===== src/rtl/toy_pack.sv =====
// Shared types for the MSHR dependency scheduler.
// Entry lifecycle states and small helpers.
package toy_pack;

  typedef enum logic [2:0] {
    ST_IDLE,
    ST_WAIT_DEP,
    ST_ISSUE,
    ST_WAIT_FILL,
    ST_HIT_WAIT,
    ST_DONE
  } mshr_dep_state_t;

  // State an entry takes once nothing older blocks it.
  function automatic mshr_dep_state_t ready_st(input logic miss);
    return miss ? ST_ISSUE : ST_HIT_WAIT;
  endfunction

endpackage


===== src/rtl/rr_arb.sv =====
// Round-robin picker: first set request at or after ptr.
// Reports index 0 when nothing is requesting.
module rr_arb #(
  parameter int N = 8,
  parameter int W = 3
) (
  input  logic [N-1:0] req,
  input  logic [W-1:0] ptr,
  output logic         vld,
  output logic [W-1:0] idx
);

  logic         found;
  logic [W-1:0] j;

  always_comb begin
    vld   = |req;
    idx   = '0;
    found = 1'b0;
    j     = '0;
    for (int k = 0; k < N; k++) begin
      j = W'((int'(ptr) + k) % N);
      if (!found && req[j]) begin
        found = 1'b1;
        idx   = j;
      end
    end
  end

endmodule


===== src/rtl/mshr_dep_sched.sv =====
// MSHR entry scheduler: dependency tracking, linefill issue
// and release arbitration across all entries.
module mshr_dep_sched
  import toy_pack::*;
#(
  parameter int MSHR_ENTRY_NUM         = 8,
  parameter int MSHR_ENTRY_INDEX_WIDTH = 3
) (
  input  logic                              clk,
  input  logic                              rst,
  input  logic                              alloc_vld,
  input  logic [MSHR_ENTRY_INDEX_WIDTH-1:0] alloc_index,
  input  logic [MSHR_ENTRY_NUM-1:0]         alloc_bitmap,
  input  logic                              alloc_is_miss,
  output logic                              dn_req_vld,
  input  logic                              dn_req_rdy,
  output logic [MSHR_ENTRY_INDEX_WIDTH-1:0] dn_req_index,
  input  logic                              linefill_done_vld,
  input  logic [MSHR_ENTRY_INDEX_WIDTH-1:0] linefill_done_index,
  input  logic [MSHR_ENTRY_NUM-1:0]         v_hit_entry_done,
  output logic                              release_vld,
  output logic [MSHR_ENTRY_INDEX_WIDTH-1:0] release_index,
  output logic [MSHR_ENTRY_NUM-1:0]         v_entry_busy,
  output logic                              err
);

  localparam int N = MSHR_ENTRY_NUM;
  localparam int W = MSHR_ENTRY_INDEX_WIDTH;

  mshr_dep_state_t state_q [N];
  mshr_dep_state_t state_d [N];
  logic [N-1:0]    bm_q [N];
  logic [N-1:0]    bm_d [N];
  logic [N-1:0]    miss_q, miss_d;
  logic [W-1:0]    iss_ptr_q, rel_ptr_q, lock_idx_q;
  logic            lock_q, err_q;

  logic [N-1:0] idle_mask, issue_mask, fill_mask;
  logic [N-1:0] hitw_mask, done_mask;
  logic [N-1:0] rel_oh, alloc_oh, lf_oh, iss_oh, alloc_bm;
  logic [W-1:0] iss_idx;
  logic         hs, alloc_ok, err_set;

  function automatic logic [W-1:0] nxt(input logic [W-1:0] i);
    return (int'(i) >= N - 1) ? '0 : i + 1'b1;
  endfunction

  always_comb begin
    idle_mask  = '0;
    issue_mask = '0;
    fill_mask  = '0;
    hitw_mask  = '0;
    done_mask  = '0;
    for (int i = 0; i < N; i++) begin
      idle_mask[i]  = state_q[i] == ST_IDLE;
      issue_mask[i] = state_q[i] == ST_ISSUE;
      fill_mask[i]  = state_q[i] == ST_WAIT_FILL;
      hitw_mask[i]  = state_q[i] == ST_HIT_WAIT;
      done_mask[i]  = state_q[i] == ST_DONE;
    end
  end

  rr_arb #(.N(N), .W(W)) u_iss_arb (
    .req (issue_mask),
    .ptr (iss_ptr_q),
    .vld (dn_req_vld),
    .idx (iss_idx)
  );

  rr_arb #(.N(N), .W(W)) u_rel_arb (
    .req (done_mask),
    .ptr (rel_ptr_q),
    .vld (release_vld),
    .idx (release_index)
  );

  // A stalled grant stays put; its entry cannot leave ISSUE.
  assign dn_req_index = lock_q ? lock_idx_q : iss_idx;
  assign hs           = dn_req_vld & dn_req_rdy;
  assign v_entry_busy = ~idle_mask;
  assign err          = err_q;

  assign alloc_ok = alloc_vld & idle_mask[alloc_index];
  assign rel_oh   = release_vld ? N'(1) << release_index : '0;
  assign alloc_oh = alloc_ok ? N'(1) << alloc_index : '0;
  assign lf_oh    = linefill_done_vld ?
                    N'(1) << linefill_done_index : '0;
  assign iss_oh   = hs ? N'(1) << dn_req_index : '0;
  assign alloc_bm = alloc_bitmap & ~rel_oh
                  & ~(N'(1) << alloc_index);

  assign err_set = (alloc_vld & ~idle_mask[alloc_index])
    | (linefill_done_vld & ~fill_mask[linefill_done_index])
    | (|(v_hit_entry_done & ~hitw_mask));

  always_comb begin
    miss_d = miss_q;
    for (int i = 0; i < N; i++) begin
      state_d[i] = state_q[i];
      bm_d[i]    = bm_q[i] & ~rel_oh;
      case (state_q[i])
        ST_IDLE:
          if (alloc_oh[i]) begin
            bm_d[i]    = alloc_bm;
            miss_d[i]  = alloc_is_miss;
            state_d[i] = (alloc_bm == '0) ?
                         ready_st(alloc_is_miss) : ST_WAIT_DEP;
          end
        ST_WAIT_DEP:
          if (bm_d[i] == '0) state_d[i] = ready_st(miss_q[i]);
        ST_ISSUE:
          if (iss_oh[i]) state_d[i] = ST_WAIT_FILL;
        ST_WAIT_FILL:
          if (lf_oh[i]) state_d[i] = ST_DONE;
        ST_HIT_WAIT:
          if (v_hit_entry_done[i]) state_d[i] = ST_DONE;
        ST_DONE:
          if (rel_oh[i]) state_d[i] = ST_IDLE;
        default: state_d[i] = ST_IDLE;
      endcase
    end
  end

  always_ff @(posedge clk or posedge rst) begin
    if (rst) begin
      for (int i = 0; i < N; i++) begin
        state_q[i] <= ST_IDLE;
        bm_q[i]    <= '0;
      end
      miss_q     <= '0;
      iss_ptr_q  <= '0;
      rel_ptr_q  <= '0;
      lock_idx_q <= '0;
      lock_q     <= 1'b0;
      err_q      <= 1'b0;
    end else begin
      for (int i = 0; i < N; i++) begin
        state_q[i] <= state_d[i];
        bm_q[i]    <= bm_d[i];
      end
      miss_q     <= miss_d;
      lock_q     <= dn_req_vld & ~dn_req_rdy;
      lock_idx_q <= dn_req_index;
      err_q      <= err_q | err_set;
      if (hs) iss_ptr_q <= nxt(dn_req_index);
      if (release_vld) rel_ptr_q <= nxt(release_index);
    end
  end

endmodule


===== config.mk =====
export PLATFORM = sky130hd
export DESIGN_NAME = mshr_dep_sched
export DESIGN_NICKNAME = d
export VERILOG_FILES = /design/src/rtl/toy_pack.sv /design/src/rtl/rr_arb.sv /design/src/rtl/mshr_dep_sched.sv
export SDC_FILE = /design/constraint.sdc
export NUM_CORES = 1
export LEC_CHECK = 0
export CORE_AREA = 2 2 145 147
export CTS_CLUSTER_SIZE = 40
export DETAILED_ROUTE_END_ITERATION = 10
export DIE_AREA = 0 0 147 149
export GPL_TIMING_DRIVEN = 1
export MAX_ROUTING_LAYER = met4
export REMOVE_ABC_BUFFERS = 1
export SLEW_MARGIN = 30
export SYNTH_ARGS = -nofsm -noshare
export SYNTH_HDL_FRONTEND = slang
export SYNTH_SLANG_ARGS = --single-unit

===== constraint.sdc =====
create_clock -name clk -period 14.4 [get_ports clk]
set_input_delay 1.44 -clock clk [delete_from_list [all_inputs] [get_ports clk]]
set_output_delay 1.44 -clock clk [all_outputs]
set_load 0.02 [all_outputs]

# --- Yosys cells after proc, flatten, opt, wreduce, memory -nomap -nowiden ---
# Cells that the tools add are included.
word_totals:
  ff_bits: 107
  inputBits: 28
  output_inout_bits: 17
  wordCells: 402
classes:
  addsub: 16
  magnitude_cmp: 20
  eq_ne: 88
  n_shift: 4
  muxes: 155
  n_bitwise: 26
  n_reduce_logical: 64
ops:
  columns: ["cell", "count"]
  rows:
  - ["3-bit 2-to-1 mux", 77]
  - ["8-bit 2-to-1 mux", 20]
  - ["3-bit one-hot mux with 6 select lines", 8]
  - ["8-bit bitwise AND", 11]
  - ["8-bit zero test", 9]
  - ["3-bit by 4-bit < comparator with 1-bit output (second input constant)", 18]
  - ["2-bit != test (second input constant)", 32]
  - ["1-bit binary-select mux with 3-bit select", 18]
  - ["3-bit by 2-bit == test with 1-bit output (second input constant)", 16]
  - ["3-bit == test (second input constant)", 16]
  - ["6-bit AND reduction", 8]
  - ["1-bit 2-to-1 mux", 32]
  - ["2-bit by 1-bit != test with 1-bit output (second input constant)", 16]
  - ["8-bit inverter", 4]
  - ["1-bit by 3-bit << shifter with 8-bit output (first input constant)", 4]
  - ["3-bit adder (second input constant)", 8]
  - ["3-bit by 1-bit == test with 1-bit output (second input constant)", 8]
  - ["3-bit zero test", 8]
  - ["8-bit OR reduction", 3]
  - ["2-bit AND reduction", 8]
  - ["1-bit logical AND", 14]
  - ["1-bit zero test", 14]
  - ["3-bit by 1-bit adder with 3-bit output (second input constant)", 4]
  - ["3-bit by 2-bit adder with 3-bit output (second input constant)", 4]
  - ["4 further kinds", 13]

# --- Depth between registers and ports, before layout ---
logic_depth:
  word_depth: 34
  depth_mapped: 24
  depth_no_buf: 21

# --- Modules after synthesis ---
# A second synthesis with hierarchy kept.
hier_totals:
  cells_unflattened: 1000
  hier_area_um2: 8842.2
modules_own_cells:
  columns: ["mod", "n_inst", "cells_per_inst", "area_per_inst_um2", "seq_area_each_um2"]
  rows:
  - ["mshr_dep_sched", 1, 790, 6841.6, 2677.6]
  - ["rr_arb (u_iss_arb)", 1, 116, 1113.6, 0.0]
  - ["rr_arb (u_rel_arb)", 1, 94, 887.1, 0.0]

# --- Worst setup path before layout ---
# No wires, ideal clock.
synth_path:
  kind: "register to register"
  startpoint: "register iss_ptr_q[0]"
  endpoint: "register state_q[13] (netlist bit)"
  setup_ns: 0.103
  t_arrival_ns: 5.540
  required_time_ns: 14.297
  path_slack_ns: 8.756
  stages_incl_launch_ff: 25
  n_path_buf: 4
  synth_period_minus_slack_ns: 5.644
  path_cell_list: "dfrtp_1 buf_2 inv_1 buf_2 ha_1 clkbuf_1 clkbuf_1 mux2i_1 mux4_2 mux2_2 mux2i_1 nand2_1 a21boi_0 o41ai_1 ha_1 ha_1 nand2_1 nor2_1 a31oi_1 a21oi_1 nor2_1 nor2_1 and3_1 o21ai_0 o41ai_2"
synth_between:
  elab_chain_len: 29
  word_cells_on_any_way: 57
  classes_between: "add/sub (7); eq/ne (1); shift (1); mux (33); reduce/logical (15)"
synth_lines:
  columns: ["item", "line", "source"]
  rows:
  - ["start, declared", "mshr_dep_sched.sv:35", "logic [W-1:0] iss_ptr_q, rel_ptr_q, lock_idx_q;"]
  - ["start signal, assigned", "mshr_dep_sched.sv:145", "if (hs) iss_ptr_q <= nxt(dn_req_index);"]
  - ["branches (longest 23 deep; another with 3-bit by 1-bit adder with 3-bit output)", null, null]
  - ["3-bit 2-to-1 mux (*)", "rr_arb.sv:23", "if (!found && req[j]) begin"]
  - ["3-bit 2-to-1 mux (*)", "mshr_dep_sched.sv:78", "assign dn_req_index = lock_q ? lock_idx_q : iss_idx;"]
  - ["net dn_req_index[1]", "mshr_dep_sched.sv:17", "output logic [MSHR_ENTRY_INDEX_WIDTH-1:0] dn_req_index,"]
  - ["1-bit by 3-bit << shifter with 8-bit output (*)", "mshr_dep_sched.sv:88", "assign iss_oh = hs ? N'(1) << dn_req_index : '0;"]
  - ["8-bit 2-to-1 mux (*)", "mshr_dep_sched.sv:88", null]
  - ["2-bit != test (no source line) (*)", null, null]
  - ["6-bit AND reduction (no source line) (*)", null, null]
  - ["end signal, assigned by index", "mshr_dep_sched.sv:138", "state_q[i] <= state_d[i];"]
  - ["end, declared", "mshr_dep_sched.sv:30", "mshr_dep_state_t state_q [N];"]
# Mark *: on every way through the listed nets, which the timed path passes. The select of a mux whose other input is x is not followed.
# A chain may end at the register's enable or synchronous reset.

# --- Worst setup path after layout ---
layout_path:
  startpoint: "register iss_ptr_q[0]"
  endpoint: "output dn_req_index[0]"
layout_between:
  elab_chain_len: 25
  word_cells_on_any_way: 53
  classes_between: "add/sub (7); mux (32); reduce/logical (14)"
layout_lines:
  columns: ["item", "line"]
  rows:
  - ["branches (longest 23 deep; another with 3-bit by 1-bit adder with 3-bit output)", null]
  - ["3-bit 2-to-1 mux (*)", "rr_arb.sv:23"]
  - ["3-bit 2-to-1 mux (*)", "mshr_dep_sched.sv:78"]
  - ["end, declared", "mshr_dep_sched.sv:17"]
# Mark *: on every way between the ends. The select of a mux whose other input is x is not followed.

==> out/metrics.cfg <==
[outcome]
status = finished clean

[setup_path]
reg2reg_depth = 18
cp-startpoint = iss_ptr_q[0]
reg2reg_slack_ps = 7270
cp.required_ps = 12960
critical-path-slowest-cell = dfrtp_1
cp_cell_sequence = inv_1 > ha_1 > nor2_1 > a22o_1 > mux4_2 > o22a_1 > or3_1 > o21ai_0 > a21oi_1 > o21ai_0 > clkdlybuf4s50_1
setup.worst_path.start_class = flop
worst_path_most_repeated_cell = o21ai_0
critPathCaptureType = output pin
arrival_ps = 5900
crit_fanout = 25
worstReg2RegStart = rel_ptr_q[1]
critPathMaxStageDelay_ps = 920
criticalPathCategory = reg -> out
cp_top_family = compound AO/OA/AOI/OAI gates
r2r_end = state_q[2]
critPathBufInv = 2

[grt]
grt_remaining_overflow = 0
grt_max_degree = 76
gr-usage-all-layers_pct = 31.9
grt_pass1_wl_mm = 52.5
antenna_found_initial = 0
grt_pass1_vias = 8925

[drt]
drt_first_pass_iters = 5
drc_errors = 0
drt_iter0_markers = 860
routedWlPerCell_um = 24.2
drtAntennaViolNets = 0
totalWireLength_mm = 34.0
vias = 9489
avgViaCountPerCell = 6.74

[yosys]
yosysMostFrequentCell = nor2_1
synth-edff-count = 0
async_reset_ff_share_pct = 100
synthAdderAreaFrac_pct = 1.98
synth_area_leaders = dfrtp_1 (28%), mux2i_1 (6.0%), mux4_2 (5.7%)
yosysTopAreaCell = dfrtp_1
ys_ff_latch = 107
synth_compound_area_share_pct = 27.6
yosys.area_share.simple_pct = 23.3
yosysSeqAreaShare_pct = 28.3
synth_top_family_by_area = compound AO/OA/AOI/OAI gates
syn-cell-area_mm2 = 0.00946
netlist_top_cells_count = nor2_1 (125), dfrtp_1 (107), nand2_1 (98)
ys.flop_type = dfrtp_1
yosys_warnings = 0
synthXorXnorAreaFrac_pct = 0.555
syn_inst = 1137
synth_top_area_share_pct = 28.3
ys_types = 91
avgSynthCellArea_um2 = 8.32
synth.mux.area_fraction_pct = 12.7

[clock_tree]
htreeDepth = 3
cts-root-buf = clkbuf_16
cts_buffers = 9
cts_resized = 0
post_cts_buffers = 0
clk_pin_slew_ps = 80
cts_tree = done
clock_latency_ps = 360
clock_sinks = 107
clockBufferDepth = 2
ctsHoldBuffers = 0

[cells_and_area]
fin_cells = 1407
nFillCells = 2013
drive_gt1_share_pct = 9.63
seqCellArea_mm2 = 0.00268
nets = 1171
multi_input_area_mm2 = 0.00627
area_delta_synth_final_pct = 9.02
n_antenna_cell = 0

[timing]
rsz0062_at_grt = false
fmax_mhz = 136
finalCriticalPeriod_ps = 7340
setup-violations-final = 0
finalHoldViolCount = 0
worst_pin_slew_ps = 1020
slew_headroom_pct = 32.0
skew_ps = 7.48
tns_ps = 0
finalMaxSlewViolations = 0
finalCritPeriodShare_pct = 50.9

[placed_design]
gp_congestion = 0.963
dp.cells = 1392
io_buffers = 44
dpl.hpwl_mm = 25.0

[floorplanning]
initial_utilization_pct = 46.0
die_h_um = 149
die_w_um = 147
rows = 53
dieArea_mm2 = 0.0219
ios = 45
core_region_area_mm2 = 0.0206

[worst_hold_path]
min_to = miss_q[2]
holdCritStartpoint = miss_q[2]
hold_path.class = reg -> reg
min_path_cells = 2

[flow_run]
drv_cap = 0

-- cell usage in the layout (no fill, tap or decap), types with 8 or more instances in the layout --
cell type,n
a211oi_1,14
nor3_1,42
o211ai_1,13
a21oi_1,74
a31oi_1,16
clkdlybuf4s50_1,44
nand3_1,31
mux2_2,8
dfrtp_1,107
nand3b_1,8
o21a_1,9
clkbuf_16,9
o22ai_1,10
nor2_1,125
buf_4,15
and3b_1,8
o31a_1,16
ha_1,15
nand2b_1,12
nor3b_1,12
o31ai_1,12
and3_1,9
a2111oi_0,8
inv_1,39
mux4_2,24
mux2i_1,57
o21ai_0,52
or3_1,13
a22oi_1,9
nand2_1,98
nor2b_1,18
nand4_1,10
-- stage by stage --
| step | worst slack (ps) | cell area, um2 | hold WS (ps) | utilization (%) |
|---|---|---|---|---|
| 2_1_floorplan | 8360 | 9100 | 439 | - |
| 3_3_place_gp | 7510 | 10000 | 457 | 48.8 |
| 3_5_place_dp | 7450 | 10000 | 470 | 48.8 |
| 4_1_cts | 7050 | 10300 | 489 | 50.2 |
| 5_1_grt | 6590 | 10300 | 522 | 50.2 |
| 6_report | 7060 | 10300 | 486 | 50.2 |
-- final cells by class --
| class | count | share of cell area [%] |
|---|---|---|
| tap | 275 | 3.34 |
| inverter | 45 | 1.69 |
| multi-input combinational | 905 | 60.8 |
| clock inverter | 6 | 0.558 |
| timing repair buffer | 60 | 5.47 |
| clock buffer | 9 | 2.18 |
| sequential | 107 | 26.0 |
-- worst max path at each step --
stage	slack [ps]	depth (start not counted)	to
6_report	7060	11	dn_req_index[0]
3_5_place_dp	7450	11	dn_req_index[0]
4_1_cts	7050	11	dn_req_index[0]
3_3_place_gp	7510	11	dn_req_index[0]
2_1_floorplan	8360	19	state_q[13]
5_1_grt	6590	11	dn_req_index[0]
-- kinds of logic after synthesis --
group,after synthesis
compound gates,361
mux,89
buf+inv,125
xor+xnor,6
simple gates,434
flops,107
fa+ha+maj,15
-- sequential cells by signal, summed over array words and instances (netlist names) --
| name | cells |
|---|---|
| state_q | 24 |
| lock_idx_q | 3 |
| lock_q | 1 |
| bm_q | 64 |
| miss_q | 8 |
| iss_ptr_q | 3 |
| rel_ptr_q | 3 |
| err | 1 |
-- layer usage --
metal  track usage [%]  wire, um  up-vias  part of all wire [%]
met1              42.6     14600     4649                    43
met4              13.8      1540        0                   4.5
li1                  -         -     4307                     -
met3              3.12      2260       93                   6.6
met2              49.8     15600      440                    46
met5                 -         0        -                     0
-- tightest hold or removal path: cells and delay by family, from the launching register on --
family	cells	cell delay (ps)
flops	1	360
simple gates	2	100
Power is not shown: default switching activity piles up to over one toggle a cycle in this logic, so the estimate is an artifact.
